**src/rtl/sa_seq_ctrl.sv**
```systemverilog
// Sequencer for the output-stationary systolic array: walks WARMUP/STEADY/DRAIN per tile and emits SRAM read windows.
// Latency: start accepted at edge N shows WARMUP and tile-0 windows after N; every output is a register.
// Backpressure: none; start is honoured only in IDLE outside the done cycle, abort forces IDLE from any busy state.
module sa_seq_ctrl #(
  parameter int NUM_ROW              = 4,
  parameter int NUM_COL              = 4,
  parameter int LOG2_SRAM_BANK_DEPTH = 5,
  parameter int CTRL_WIDTH           = 4,
  parameter int TILE_CNT_WIDTH       = 4
) (
  input  logic                              clk,
  input  logic                              rst,
  input  logic                              i_start,
  input  logic                              i_abort,
  input  logic [TILE_CNT_WIDTH-1:0]         i_num_tiles,
  input  logic [LOG2_SRAM_BANK_DEPTH:0]     i_k_len,
  input  logic [LOG2_SRAM_BANK_DEPTH-1:0]   i_top_base_addr,
  input  logic [LOG2_SRAM_BANK_DEPTH-1:0]   i_left_base_addr,
  input  logic [LOG2_SRAM_BANK_DEPTH-1:0]   i_down_base_addr,
  output logic [CTRL_WIDTH-1:0]             o_ctrl_state,
  output logic [LOG2_SRAM_BANK_DEPTH-1:0]   o_top_sram_rd_start_addr,
  output logic [LOG2_SRAM_BANK_DEPTH-1:0]   o_top_sram_rd_end_addr,
  output logic [LOG2_SRAM_BANK_DEPTH-1:0]   o_left_sram_rd_start_addr,
  output logic [LOG2_SRAM_BANK_DEPTH-1:0]   o_left_sram_rd_end_addr,
  output logic [LOG2_SRAM_BANK_DEPTH-1:0]   o_down_sram_rd_start_addr,
  output logic [LOG2_SRAM_BANK_DEPTH-1:0]   o_down_sram_rd_end_addr,
  output logic [TILE_CNT_WIDTH-1:0]         o_tile_idx,
  output logic                              o_busy,
  output logic                              o_done,
  output logic                              o_aborted
);

  localparam int AW = LOG2_SRAM_BANK_DEPTH;
  localparam int KW = LOG2_SRAM_BANK_DEPTH + 1;
  // K_eff can reach 2^KW-1 (wider than the bank), so size the counter for the longest STEADY phase.
  localparam int CNT_W = $clog2((1 << KW) + NUM_ROW + NUM_COL);

  typedef enum logic [1:0] {
    ST_IDLE   = 2'd0,
    ST_WARMUP = 2'd1,
    ST_STEADY = 2'd2,
    ST_DRAIN  = 2'd3
  } state_t;

  // Configuration captured in the start cycle; held for the whole run.
  typedef struct packed {
    logic [TILE_CNT_WIDTH-1:0] num_tiles;
    logic [KW-1:0]             k_eff;
  } cfg_t;

  state_t           state;
  cfg_t             cfg_q;
  logic [CNT_W-1:0] cnt;

  logic [KW-1:0]    k_eff_in;
  logic [AW-1:0]    k_step_in;
  logic [AW-1:0]    k_step_q;
  logic [AW-1:0]    row_step;
  logic [CNT_W-1:0] warm_load_in;
  logic [CNT_W-1:0] warm_load_q;
  logic [CNT_W-1:0] steady_load;
  logic [CNT_W-1:0] drain_load;
  logic             start_ok;
  logic             last_tile;
  logic             phase_end;

  // K=0 is treated as K=1 so every phase lasts at least one cycle.
  assign k_eff_in  = (i_k_len == '0) ? KW'(1) : i_k_len;
  // Window steps are taken modulo the bank depth, so only the low AW bits matter.
  assign k_step_in = k_eff_in[AW-1:0];
  assign k_step_q  = cfg_q.k_eff[AW-1:0];
  assign row_step  = AW'(NUM_ROW);

  // Down-counters are loaded with (phase length - 1) and the phase ends when they reach zero.
  assign warm_load_in = CNT_W'(k_eff_in) - CNT_W'(1);
  assign warm_load_q  = CNT_W'(cfg_q.k_eff) - CNT_W'(1);
  assign steady_load  = CNT_W'(cfg_q.k_eff) + CNT_W'(NUM_ROW + NUM_COL - 2) - CNT_W'(1);
  assign drain_load   = CNT_W'(NUM_ROW - 1);

  // The cycle carrying the done pulse is a dead cycle for start.
  assign start_ok  = i_start && !o_done;
  assign last_tile = (o_tile_idx == (cfg_q.num_tiles - TILE_CNT_WIDTH'(1)));
  assign phase_end = (cnt == '0);

  assign o_ctrl_state = CTRL_WIDTH'(state);

  // Sequencer FSM: config capture, phase timing, tile stepping and window generation.
  always_ff @(posedge clk or posedge rst) begin
    if (rst) begin
      state                     <= ST_IDLE;
      cfg_q                     <= '0;
      cnt                       <= '0;
      o_top_sram_rd_start_addr  <= '0;
      o_top_sram_rd_end_addr    <= '0;
      o_left_sram_rd_start_addr <= '0;
      o_left_sram_rd_end_addr   <= '0;
      o_down_sram_rd_start_addr <= '0;
      o_down_sram_rd_end_addr   <= '0;
      o_tile_idx                <= '0;
      o_busy                    <= 1'b0;
      o_done                    <= 1'b0;
      o_aborted                 <= 1'b0;
    end else begin
      o_done    <= 1'b0;
      o_aborted <= 1'b0;

      if (state == ST_IDLE) begin
        // Abort has no meaning in IDLE, so a start is taken even when abort is also high.
        if (start_ok) begin
          cfg_q <= '{num_tiles: i_num_tiles, k_eff: k_eff_in};
          if (i_num_tiles == '0) begin
            o_done <= 1'b1;
          end else begin
            state                     <= ST_WARMUP;
            o_busy                    <= 1'b1;
            o_tile_idx                <= '0;
            cnt                       <= warm_load_in;
            o_top_sram_rd_start_addr  <= i_top_base_addr;
            o_top_sram_rd_end_addr    <= i_top_base_addr + k_step_in;
            o_left_sram_rd_start_addr <= i_left_base_addr;
            o_left_sram_rd_end_addr   <= i_left_base_addr + k_step_in;
            o_down_sram_rd_start_addr <= i_down_base_addr;
            o_down_sram_rd_end_addr   <= i_down_base_addr + row_step;
          end
        end
      end else if (i_abort) begin
        // Abort drops straight to IDLE; windows keep their last values, tile index restarts at 0.
        state      <= ST_IDLE;
        o_busy     <= 1'b0;
        o_aborted  <= 1'b1;
        o_tile_idx <= '0;
        cnt        <= '0;
      end else if (!phase_end) begin
        cnt <= cnt - CNT_W'(1);
      end else begin
        case (state)
          ST_WARMUP: begin
            state <= ST_STEADY;
            cnt   <= steady_load;
          end
          ST_STEADY: begin
            state <= ST_DRAIN;
            cnt   <= drain_load;
          end
          ST_DRAIN: begin
            if (last_tile) begin
              state      <= ST_IDLE;
              o_busy     <= 1'b0;
              o_done     <= 1'b1;
              o_tile_idx <= '0;
              cnt        <= '0;
            end else begin
              // Next tile begins immediately; each window starts where the previous one ended.
              state                     <= ST_WARMUP;
              o_tile_idx                <= o_tile_idx + TILE_CNT_WIDTH'(1);
              cnt                       <= warm_load_q;
              o_top_sram_rd_start_addr  <= o_top_sram_rd_end_addr;
              o_top_sram_rd_end_addr    <= o_top_sram_rd_end_addr + k_step_q;
              o_left_sram_rd_start_addr <= o_left_sram_rd_end_addr;
              o_left_sram_rd_end_addr   <= o_left_sram_rd_end_addr + k_step_q;
              o_down_sram_rd_start_addr <= o_down_sram_rd_end_addr;
              o_down_sram_rd_end_addr   <= o_down_sram_rd_end_addr + row_step;
            end
          end
          default: begin
            state <= ST_IDLE;
            cnt   <= '0;
          end
        endcase
      end
    end
  end

endmodule

```
**config.mk**
```make
export PLATFORM = sky130hd
export DESIGN_NAME = sa_seq_ctrl
export DESIGN_NICKNAME = d
export VERILOG_FILES = /design/src/rtl/sa_seq_ctrl.sv
export SDC_FILE = /design/constraint.sdc
export NUM_CORES = 1
export LEC_CHECK = 0
export CAP_MARGIN = 30
export CORE_ASPECT_RATIO = 1.1
export CORE_MARGIN = 1.5
export CORE_UTILIZATION = 49
export CTS_BUF_LIST = sky130_fd_sc_hd__clkbuf_2
export CTS_CLUSTER_DIAMETER = 40
export DETAILED_ROUTE_END_ITERATION = 10
export GPL_TIMING_DRIVEN = 0
export PLACE_DENSITY = 0.75
export SYNTH_ARGS = -nofsm -noshare
export SYNTH_HDL_FRONTEND = slang
export SYNTH_SLANG_ARGS = --single-unit
export TNS_END_PERCENT = 5
```
**constraint.sdc**
```tcl
create_clock -name clk -period 4 [get_ports clk]
set_input_delay 1.2 -clock clk [delete_from_list [all_inputs] [get_ports clk]]
set_output_delay 1.2 -clock clk [all_outputs]
set_load 0.02 [all_outputs]
```
### Word-level counts from Yosys, hierarchy flattened

Index checks and enable logic that the tools add are counted.

* add/subtract/negate cells: 13
* $mul: 0
* divide/modulo/power cells: 0
* $lt $le $gt $ge: 0
* eq/ne operators: 8
* shift operators: 0
* muxes and demuxes: 80
* bitwise operators: 0
* reduce and logical (&&, ||, !) cells: 17

Operator list (count)
* $mux W5: 42
* $mux W7: 6
* $mux W4: 7
* $pmux W7 S3: 1
* $add A5 B5 Y5: 4
* $mux W1: 17
* $sub A6 B1 Y7 const B: 2
* $sub A7 B1 Y7 const B: 2
* $add A5 B3 Y5 const B: 2
* $mux W2: 5
* $reduce_bool A3 Y1: 3
* $add A6 B3 Y7 const B: 1
* $logic_not A7 Y1: 1
* $logic_not A6 Y1: 1
* $mux W6: 1
* $pmux W2 S3: 1
* $reduce_and A6 Y1: 1
* $reduce_and A5 Y1: 1
* $add A4 B1 Y4 const B: 1
* $eq A2 B2 Y1 const B: 2
* $eq A4 B4 Y1: 1
* $logic_not A4 Y1: 1
* $ne A2 B1 Y1 const B: 2
* $ne A2 B2 Y1 const B: 2
* 9 further kinds: 11

* flip-flop bits (word level): 56
* bits in latches: 0
* RAM bits: 0
* ROM bits: 0
* bits of input ports: 29
* output and inout port bits: 41
* word-level logic and storage cells: 132
* memories kept: 0

### Depth between registers and ports, before layout

* depth after elaboration: 7
* depth in mapped cells: 12
* gate-level depth less buffers: 11

### Worst setup path before layout

OpenSTA, ideal clock, no wires.

* path kind: input to register
* start point: input port i_k_len[4]
* end point: register o_left_sram_rd_end_addr[4]
* arrival time: 3.085 ns
* required time: 3.912 ns
* path slack: 0.826 ns
* stages: 12
* path buffers: 1
* cells stage by stage: clkbuf_1 -> nor4_1 -> a21o_1 -> ha_1 -> inv_1 -> fa_1 -> inv_1 -> a21o_1 -> a21oi_1 -> xnor2_1 -> o32ai_1 -> nor3b_1

* word-level cells in the longest chain between the ends: 6

RTL lines
* from (decl): line 16 `input logic [LOG2_SRAM_BANK_DEPTH:0] i_k_len,`
* $logic_not A6 Y1: line 68 `assign k_eff_in = (i_k_len == '0) ? KW'(1) : i_k_len;`
* $mux W6: line 68
* via k_eff_in[0]: line 55 `logic [KW-1:0] k_eff_in;`
* $add A5 B5 Y5: line 121 `o_left_sram_rd_end_addr <= i_left_base_addr + k_step_in;`
* $mux W5: line 111 `if (i_num_tiles == '0) begin`
* $mux W5: line 109 `if (start_ok) begin`
* $mux W5: line 107 `if (state == ST_IDLE) begin`
* to (signal assigned): line 121
* to (signal assigned): line 160 `o_left_sram_rd_end_addr <= o_left_sram_rd_end_addr + k_step_q;`
* to (decl): line 24 `output logic [LOG2_SRAM_BANK_DEPTH-1:0] o_left_sram_rd_end_addr,`

The timed path passes the listed nets, and every way through them passes these cells. The select of a mux whose other input is x is not followed.
A chain may end at the register's enable or synchronous reset.

### Worst setup path in the final report

* start point: input port i_k_len[3]
* end point: register o_left_sram_rd_end_addr[4]

The elaborated chain is that of the path after synthesis.

==> metrics.txt <==
crit start category=input port; worst reg2reg startpoint=state[0]$_DFFE_PP0P_; Unique masters post-synth=58; initial antenna violation count=0; Final Non-Filler Cells=610; hold depth=2; drt drc=0; Die Area=around 0.0084 sq mm; r2r setup slk=1.09 ns; io pins=70; Synth area leader=dfrtp_1; CTS tree=done; CP endpoint kind=register; Commonest cells post-synth=nand2_1 (58), dfrtp_1 (56), o21ai_0 (41); number of global-route vias before repair=~3400; synth top area cells=dfrtp_1 (37%), ha_1 (9.1%), nand2_1 (5.7%); Leak Pwr=roughly 2.2 nW; Syn-to-layout area delta=22.4%; RSZ-0062 raised after global routing=false; 1st-iter DRT viols=roughly 190; min cycle time layout=3.62 ns; GP Congestion=0.929; area share of the largest cell type after synthesis=a little over a third; # Post-CTS Setup Buffers=0; Starting Density=between 50% and 60%; Ys Warns=0; worst r2r path cells=11; Worst Clk Skew=0.0212 ns; Post-synth EDFFs=0; Worst R2R End=o_top_sram_rd_end_addr[0]$_DFFE_PP0P_; First-pass DRT Iterations=5; first-pass GRT wire length=16.4 mm; max-cap violations=0; Layout Nets=565; most numerous cell in the Yosys netlist=nand2_1; final hold vios=0; status=complete, no violations; Hold Buf Count CTS=0; Clk pin slew, worst setup/hold paths=~0.34 ns; vias per inst=5.65; worst path required time=4.44 ns; WL final=roughly 10 mm; DP Cell Count=602; cells resized by post-CTS repair=0; kind of critical path=input port to register; CTS Buffer Depth=2; Worst Tran Pin Value=0.771 ns; Synth Register Bits=56; CP max FO=7; Antenna Nets Post-Route=0; grt met3 use=under 10%; Die Span Y=about 96 um; Setup violations, final=0; Port Buffers=65; total power=3.45 mW; worst-skew pair later-pin latency=0.49 ns; mapped cell area=0.00383 sq mm; cells after synthesis=430; Hold Path Sink=o_top_sram_rd_start_addr[2]$_DFFE_PP0P_; GR Layer Usage met2=42.1%; max-slew violations=0; GRT overflow=0; root buffer cell=clkbuf_2; Hold Path Class=register to register; worst vdd rail ir drop=0.000397 V; WP data arrival=a little over 4 ns; DP Wirelength=around 7.5 mm; TritonCTS Buffers=5; P per Cell Area=roughly 740 mW/mm^2; M1 GR Usage=34.3%; worst hold margin=between 0.5 and 0.6 ns; Die Span X=~87 um; DR vias=roughly 3400; fmax=276 MHz; clk sinks=56; Avg Inst Size Synth=8.91 sq um; placed cell areas=0.00464 sq mm; fin crit share=90.5%; gr usage total=25.3%; H-tree depth=2; Most Crowded Layer GR=met2; post-route setup TNS=0 ns; largest net degree at the start of global routing=34; Max-slew headroom=a little under 50%; Post-synth ARST share=100%; site row count=33; share of layout cells above drive strength 1=7.52%; n_diodes=0; Seq/Total Area, Yosys=36.6%; Finished Cell Area=0.00469 sq mm; predominant post-synthesis flop cell=dfrtp_1; WL per Instance=roughly 16 um; Hold Startpoint=o_top_sram_rd_start_addr[2]$_DFFE_PP0P_; core area=0.00751 sq mm
[routing by layer]
metal	up-vias	wire length, um
met5	-	0
met3	19	482
li1	1634	-
met4	0	222
met2	107	4730
met1	1686	4540
[cells in the final DEF, fill, tap and decap left out, types with 3 or more instances in the layout]
| master | n |
|---|---|
| nand2_1 | 58 |
| ha_1 | 28 |
| dfrtp_1 | 56 |
| mux2i_1 | 16 |
| buf_2 | 5 |
| nor4_1 | 4 |
| o21ai_0 | 41 |
| nor2b_1 | 3 |
| fa_1 | 4 |
| o221ai_1 | 3 |
| o32ai_1 | 3 |
| nand2b_1 | 4 |
| xor2_1 | 12 |
| buf_4 | 3 |
| a21o_1 | 10 |
| clkbuf_2 | 5 |
| clkdlybuf4s50_1 | 65 |
| a21oi_1 | 27 |
| mux2_2 | 10 |
| xnor2_1 | 15 |
| nor2_1 | 30 |
| nor3_1 | 7 |
| nand3_1 | 9 |
| clkbuf_1 | 13 |
| inv_1 | 27 |
[registers in the layout (all words and copies together), names as in the netlist, 4 cells and up]
register	cells
o_down_sram_rd_start_addr	5
cfg_q	10
o_top_sram_rd_start_addr	5
cnt	7
o_tile_idx	4
o_left_sram_rd_start_addr	5
o_left_sram_rd_end_addr	5
o_top_sram_rd_end_addr	5
o_down_sram_rd_end_addr	5
[kinds of logic (layout without fill, tap and decap cells)]
group                      after synthesis  count (layout)  share of synthesized area [%]
and+or+nand+nor                        132             132                           16.3
AOI/OAI and AO/OA                      105             105                           16.6
DFF                                     56              56                           36.6
buffers and inverters                   50             124                           5.35
adders and majority gates               32              32                           11.2
xor gates and xnor gates                28              28                           6.76
muxes                                   26              26                           7.12
other                                    1               2                         0.0978
[critical path, cell delays in order]
cell and delay, ns:
clkdlybuf4s50_1 0.59, nor4_1 0.46, a21o_1 0.33, ha_1 0.24, inv_1 0.06, fa_1 0.40
inv_1 0.07, a21o_1 0.10, a21oi_1 0.08, xnor2_1 0.18, o32ai_1 0.11, nor3b_1 0.22
[power breakdown]
part           total (mW)  switching [mW]  internal (mW)  leakage, nW
combinational        2.14            1.17          0.964         1.43
sequential           1.05           0.238          0.807        0.684
clock               0.266           0.212         0.0540       0.0359
total                3.45            1.62           1.83         2.15
[cell type report]
type	instances	area, sq um
buffer	22	100
clock buffer	5	25.0
clock inverter	3	28.8
fill	668	2820
inverter	28	105
multi-input combinational	325	2230
sequential	56	1400
tap	105	131
timing repair buffer	66	671
[through the flow]
step	utilization [%]	setup WS, ns
after CTS	62.4	0.396
after global routing	62.4	0.200
final	62.4	0.382
after global placement	61.5	-0.0315
after detailed placement	61.7	-0.0862
after floorplan	-	0.826
[worst max-delay path by stage]
stage | from | endpoint | slack, ns
floorplan | i_k_len[4] | o_left_sram_rd_end_addr[4]$_DFFE_PP0P_ | 0.83
global placement | i_k_len[3] | o_top_sram_rd_end_addr[4]$_DFFE_PP0P_ | -0.03
detailed placement | i_k_len[3] | o_left_sram_rd_end_addr[4]$_DFFE_PP0P_ | -0.09
CTS | i_k_len[3] | o_left_sram_rd_end_addr[4]$_DFFE_PP0P_ | 0.40
global route | i_k_len[3] | o_top_sram_rd_end_addr[4]$_DFFE_PP0P_ | 0.20
finish | i_k_len[3] | o_left_sram_rd_end_addr[4]$_DFFE_PP0P_ | 0.38
(Power assumes the default switching activity.)
